File: config.mk
export PLATFORM = sky130hd
export DESIGN_NAME = button_event_queue_flat
export DESIGN_NICKNAME = d
export VERILOG_FILES = /design/src/rtl/button_event_queue_if.sv /design/src/rtl/button_event_queue.sv /design/src/flat_wrapper.sv
export SDC_FILE = /design/constraint.sdc
export NUM_CORES = 1
export LEC_CHECK = 0
export BUFFER_PORTS_ARGS = -buffer_cell sky130_fd_sc_hd__buf_2
export CAP_MARGIN = 20
export CORE_MARGIN = 10
export CORE_UTILIZATION = 55
export DETAILED_ROUTE_END_ITERATION = 7
export MAX_ROUTING_LAYER = met4
export PLACE_DENSITY = 0.89
export REMOVE_ABC_BUFFERS = 1
export SKIP_LAST_GASP = 1
export SYNTH_ARGS = -nofsm -noshare
export SYNTH_HDL_FRONTEND = slang
export SYNTH_SLANG_ARGS = --single-unit
File: constraint.sdc
create_clock -name clk -period 3.4 [get_ports clk]
set_clock_uncertainty 0.1 [all_clocks]
set_input_delay 0.17 -clock clk [delete_from_list [all_inputs] [get_ports clk]]
set_output_delay 0.17 -clock clk [all_outputs]
set_load 0.1 [all_outputs]
File: src/rtl/button_event_queue_if.sv
// Handshake bundle between the press conditioning stage, the event queue and the game logic.
// The master side is the queue; the slave side drives presses and consumes events.
interface button_event_queue_if #(
    parameter int DEPTH = 4
) ();
    localparam int CW = $clog2(DEPTH) + 1;

    logic [3:0]    btn_pulse;
    logic          evt_valid;
    logic [1:0]    evt_dir;
    logic          evt_ready;
    logic [CW-1:0] count;
    logic          dropped;

    modport master (
        input  btn_pulse,
        input  evt_ready,
        output evt_valid,
        output evt_dir,
        output count,
        output dropped
    );

    modport slave (
        output btn_pulse,
        output evt_ready,
        input  evt_valid,
        input  evt_dir,
        input  count,
        input  dropped
    );
endinterface

File: src/rtl/button_event_queue.sv
// Priority-resolved, hold-off filtered key press queue (first-word fall-through) feeding
// the game logic through a valid/ready handshake.
module button_event_queue #(
    parameter int DEPTH   = 4,
    parameter int LOCKOUT = 16
) (
    input  logic                 clk,
    input  logic                 rst_n,
    button_event_queue_if.master bus
);
    localparam int AW = $clog2(DEPTH);
    localparam int CW = AW + 1;
    localparam int LW = (LOCKOUT > 0) ? $clog2(LOCKOUT + 1) : 1;
    localparam logic [CW-1:0] DEPTH_C = CW'(DEPTH);
    localparam logic [LW-1:0] LOCK_C  = LW'(LOCKOUT);

    logic [1:0]    mem_r [DEPTH];
    logic [AW-1:0] wr_ptr_r;
    logic [AW-1:0] rd_ptr_r;
    logic [CW-1:0] count_r;
    logic [LW-1:0] lock_cnt_r;
    logic          dropped_r;

    logic          press_s;
    logic          pop_s;
    logic          push_s;
    logic          drop_s;
    logic [1:0]    code_s;
    logic [CW-1:0] count_nxt_s;
    logic [LW-1:0] lock_nxt_s;

    // Highest set bit wins; lower simultaneous presses are discarded.
    function automatic logic [1:0] prio_encode(input logic [3:0] b);
        logic [1:0] code;
        casez (b)
            4'b1???: code = 2'd3;
            4'b01??: code = 2'd2;
            4'b001?: code = 2'd1;
            4'b0001: code = 2'd0;
            default: code = 2'd0;
        endcase
        return code;
    endfunction

    // Press qualification, push/pop decisions and next-state values.
    always_comb begin
        press_s     = (bus.btn_pulse != 4'b0000) && (lock_cnt_r == {LW{1'b0}});
        pop_s       = (count_r != {CW{1'b0}}) && bus.evt_ready;
        push_s      = press_s && ((count_r < DEPTH_C) || pop_s);
        drop_s      = press_s && !push_s;
        code_s      = prio_encode(bus.btn_pulse);
        count_nxt_s = count_r;
        lock_nxt_s  = lock_cnt_r;
        if (push_s && !pop_s) begin
            count_nxt_s = count_r + CW'(1);
        end else if (pop_s && !push_s) begin
            count_nxt_s = count_r - CW'(1);
        end else begin
            count_nxt_s = count_r;
        end
        if (press_s) begin
            lock_nxt_s = LOCK_C;
        end else if (lock_cnt_r != {LW{1'b0}}) begin
            lock_nxt_s = lock_cnt_r - LW'(1);
        end else begin
            lock_nxt_s = lock_cnt_r;
        end
    end

    // Control state: pointers, occupancy, hold-off counter and drop pulse.
    always_ff @(posedge clk) begin
        if (!rst_n) begin
            wr_ptr_r   <= {AW{1'b0}};
            rd_ptr_r   <= {AW{1'b0}};
            count_r    <= {CW{1'b0}};
            lock_cnt_r <= {LW{1'b0}};
            dropped_r  <= 1'b0;
        end else begin
            if (push_s) begin
                wr_ptr_r <= wr_ptr_r + AW'(1);
            end
            if (pop_s) begin
                rd_ptr_r <= rd_ptr_r + AW'(1);
            end
            count_r    <= count_nxt_s;
            lock_cnt_r <= lock_nxt_s;
            dropped_r  <= drop_s;
        end
    end

    // Entry storage; contents are meaningless until written, so no reset.
    always_ff @(posedge clk) begin
        if (rst_n && push_s) begin
            mem_r[wr_ptr_r] <= code_s;
        end
    end

    // Head is forced to zero when empty so evt_dir never shows uninitialised storage.
    always_comb begin
        bus.evt_valid = (count_r != {CW{1'b0}});
        bus.count     = count_r;
        bus.dropped   = dropped_r;
        if (count_r != {CW{1'b0}}) begin
            bus.evt_dir = mem_r[rd_ptr_r];
        end else begin
            bus.evt_dir = 2'b00;
        end
    end
endmodule

File: src/flat_wrapper.sv
// flat-port wrapper written by rule: the top's interface ports become plain ports
module button_event_queue_flat 
#(
    parameter int DEPTH   = 4,
    parameter int LOCKOUT = 16
)
  (clk, rst_n, bus_btn_pulse, bus_evt_ready, bus_evt_valid, bus_evt_dir, bus_count, bus_dropped);
  button_event_queue_if #(.DEPTH(DEPTH)) bus_i ();
  input  logic clk;
  input  logic rst_n;
  input wire logic [$bits(bus_i.btn_pulse)-1:0] bus_btn_pulse;
  input wire logic [$bits(bus_i.evt_ready)-1:0] bus_evt_ready;
  output wire logic [$bits(bus_i.evt_valid)-1:0] bus_evt_valid;
  output wire logic [$bits(bus_i.evt_dir)-1:0] bus_evt_dir;
  output wire logic [$bits(bus_i.count)-1:0] bus_count;
  output wire logic [$bits(bus_i.dropped)-1:0] bus_dropped;
  assign bus_i.btn_pulse = bus_btn_pulse;
  assign bus_i.evt_ready = bus_evt_ready;
  assign bus_evt_valid = bus_i.evt_valid;
  assign bus_evt_dir = bus_i.evt_dir;
  assign bus_count = bus_i.count;
  assign bus_dropped = bus_i.dropped;
  button_event_queue #(.DEPTH(DEPTH), .LOCKOUT(LOCKOUT)) u_core (.clk(clk), .rst_n(rst_n), .bus(bus_i));
endmodule
==> flow_metrics.tcl <==
set metrics [dict create \
    top_usage_layer "met2" \
    power.leakage_nw 0.5065 \
    grt_setup_unrepaired "false" \
    hold_path_end "u_core.bus.dropped" \
    dr.first_iter.drc_count 13 \
    syn_inst 96 \
    critical_path_peak_fanout 7 \
    grt_use_met1_pct 8.402 \
    worstSetupEndpointType "flop" \
    data_arrival_time_of_the_critical_path_ns 3.23 \
    grt_first_pass_wirelength_mm 3.305 \
    min_path_cells 3 \
    ctsRootBufferMaster "sky130_fd_sc_hd__clkbuf_4" \
    worstSkewPairLatency_ns 0.30 \
    synth.lib_cells_used.distinct 34 \
    period_needed_ns 3.093 \
    layout-area-overhead-vs-synth_pct 11.48 \
    clkSinkCount 23 \
    worstSetupPathType "reg -> reg" \
    route.detailed.vias_per_inst 5.423 \
    io_port_bufs 13 \
    report.final.setup_viol 0 \
    worstReg2RegStart "u_core.lock_cnt_r[0]" \
    dp.final_hpwl_mm 1.532 \
    overall_track_demand_over_capacity_in_global_routing_pct 10.51 \
    clk_path_buf_depth 2 \
    pin_count_of_the_biggest_net_entering_global_routing 14 \
    layout.nets 128 \
    worstRegToRegCells 10 \
    top_level_ports 14 \
    post-synth-top-area-fraction_pct 28.10 \
    grt-ovfl-total 0 \
    syn-cell-area_um2 1069 \
    design.die.area_um2 4106 \
    power_w 0.001160 \
    final.setup.tns_ns 0 \
    max_slew_margin_pct 66.88 \
    rr_endpoint "u_core.bus.count[2]" \
    drt-wirelength-per-cell_um 14.08 \
    initial_antenna_violation_count 0 \
    grt_pass1_vias 807 \
    buffer_count_from_post_cts_setup_fixing 0 \
    floorplan.die.height_um 64.08 \
    global_route.usage.met3_pct 3.136 \
    num_vias 743 \
    final_antenna_net_count 0 \
    routed_wl_mm 1.929 \
    worst_ep_required_time_ns 3.53 \
    post-route-drc-count 0 \
    least_margin_pin_slew_ns 0.4843 \
    dr.pass1.iters 4 \
    postCtsHoldBufs 0 \
    worst_hold_startpoint "rst_n" \
    max-vdd-ir-drop_mv 0.5480 \
    start_kind "flop" \
    synth.area.top_cells "sky130_fd_sc_hd__dfxtp_1 28%, sky130_fd_sc_hd__edfxtp_1 22%, sky130_fd_sc_hd__ha_1 8.2%" \
    p_per_area_nw_per_um2 973.7 \
    outcome "finished, final reports clean" \
    ys_ff_latch 23 \
    count_of_pins_over_their_slew_limit 0 \
    htreeDepth 1 \
    antenna_cells 0 \
    finalInstanceArea_um2 1191 \
    drive_above_1_share_pct 19.64 \
    final_core_util_pct 66.81 \
    post-route-period-util_pct 90.98 \
    clock_tree_from_tritoncts "done" \
    share_of_synthesized_area_occupied_by_flip_flops_and_latches_pct 50.59 \
    worst_setup_hold_path_clk_slew_ns 0.12 \
    die_width_um 64.08 \
    placed_cell_area_um2 1164 \
    report.final.hold_viol_count 0 \
    use_met2_pct 20.52 \
    finalWeightedCongestion 0.7486 \
    core_region_um2 1783 \
    clock.fmax_mhz 323.3 \
    classification_of_the_worst_slack_hold_path "in -> reg" \
    synth_top_cell_by_area "sky130_fd_sc_hd__dfxtp_1" \
    drv_cap 0 \
    timing.hold.ws_ns 0.05935 \
    post_synth.cell_area_avg_um2 11.13 \
    yosys_warning_total 0 \
    fp-row-count 15 \
    floorplan.initialDensity_pct 59.93 \
    cts_resized 0 \
    reg2reg_setup_slack_ns 0.31 \
    cts_made_buffers 3 \
]
[worst max-delay path by stage]
stage / startpoint / to / slack (ns) / cells after the start
CTS: u_core.lock_cnt_r[0] / u_core.bus.count[2] / 0.32 / 10
floorplan: u_core.bus.count[0] / bus_evt_dir[0] / 0.39 / 2
global route: u_core.lock_cnt_r[0] / u_core.bus.count[2] / 0.09 / 10
global placement: u_core.lock_cnt_r[0] / u_core.bus.count[2] / 0.55 / 10
finish: u_core.lock_cnt_r[0] / u_core.bus.count[2] / 0.31 / 10
detailed placement: u_core.lock_cnt_r[0] / u_core.bus.count[2] / 0.39 / 10
[power breakdown]
part	internal [W]	switching (W)	leakage [nW]	total, W
logic	0.000202	0.000422	0.294	0.000624
clock network	0.0000439	0.0000769	0.0177	0.000121
registers	0.000351	0.0000633	0.195	0.000415
[final cells by class]
| class | count | area [µm²] |
|---|---|---|
| clock inverters | 1 | 5.005 |
| flip-flops and latches | 23 | 540.5 |
| clock buffers | 3 | 22.52 |
| multi-input cells | 64 | 493.0 |
| inverters | 7 | 26.28 |
| well taps | 25 | 31.28 |
| fillers | 145 | 591.8 |
| repair buffers | 14 | 72.57 |
[cells in the mapped netlist (all sizes together)]
cell type  number
inv             6
or2b            1
xnor2           2
clkinv          1
and2            2
clkbuf          1
or3             2
nor2            9
dfxtp          15
nor4            1
or4b            1
a21o            1
a21oi           3
a31oi           1
or2             1
o21ai           1
nand3           2
xor2            4
and3            4
o21a            1
mux4            2
o31ai           1
nor3            3
edfxtp          8
a2111oi         1
nor2b           1
nand2           7
nor4b           1
mux2i           3
ha              7
fa              1
o311ai          1
buf             1
[per-stage QoR]
step | setup slack, ns | std cells
after CTS | 0.3216 | 137
after global routing | 0.09266 | 137
after detailed placement | 0.3938 | 133
after floorplan | 0.3878 | 94
final | 0.3067 | 137
after global placement | 0.5503 | 133
[metal layers]
metal  wire (µm)  part of all wire (%)  vias to the layer above
li1            -                     -                      371
met1         678                    35                      355
met2        1132                    59                       11
met3          67                   3.5                        6
met4          51                   2.6                        0
met5           0                     0                        -
[flip-flops by register name (all words and copies together) (netlist names), named ones only]
name	flops
u_core.bus.count	3
u_core.bus.dropped	1
u_core.lock_cnt_r	5
u_core.mem_r	8
u_core.rd_ptr_r	2
u_core.wr_ptr_r	2
[cells in the final DEF, fill, tap and decap left out, types with 2 or more instances in the layout]
cell                       Yosys  routed
sky130_fd_sc_hd__a21oi_1       3       3
sky130_fd_sc_hd__and2_1        2       2
sky130_fd_sc_hd__and3_1        4       4
sky130_fd_sc_hd__buf_2         1      13
sky130_fd_sc_hd__clkbuf_4      0       3
sky130_fd_sc_hd__dfxtp_1      15      15
sky130_fd_sc_hd__edfxtp_1      8       8
sky130_fd_sc_hd__ha_1          7       7
sky130_fd_sc_hd__inv_1         6       6
sky130_fd_sc_hd__mux2i_1       3       3
sky130_fd_sc_hd__mux4_2        2       2
sky130_fd_sc_hd__nand2_1       7       7
sky130_fd_sc_hd__nand3_1       2       2
sky130_fd_sc_hd__nor2_1        9       9
sky130_fd_sc_hd__nor3_1        2       2
sky130_fd_sc_hd__or3_1         2       2
sky130_fd_sc_hd__xnor2_1       2       2
sky130_fd_sc_hd__xor2_1        4       4
[worst max-delay path: stages (launching register included)]
cell and delay, ns:
sky130_fd_sc_hd__dfxtp_1 0.35, sky130_fd_sc_hd__inv_1 0.10, sky130_fd_sc_hd__ha_1 0.21, sky130_fd_sc_hd__or4b_1 0.57
sky130_fd_sc_hd__nor3_4 0.35, sky130_fd_sc_hd__ha_1 0.25, sky130_fd_sc_hd__inv_1 0.07, sky130_fd_sc_hd__fa_1 0.39
sky130_fd_sc_hd__xor2_1 0.18, sky130_fd_sc_hd__or3_1 0.31, sky130_fd_sc_hd__a21oi_1 0.16
[cells by family after synthesis]
group                    after synthesis  synth area share [%]
AO/OA/AOI/OAI                         10                 6.207
XOR/XNOR                               6                 4.918
adder cells (fa/ha/maj)                8                 10.07
buffers and inverters                  9                 3.277
flip-flops                            23                 50.59
multiplexers                           5                 7.026
AND/OR/NAND/NOR                       35                 17.92
Power figures use the tool's default switching activity.
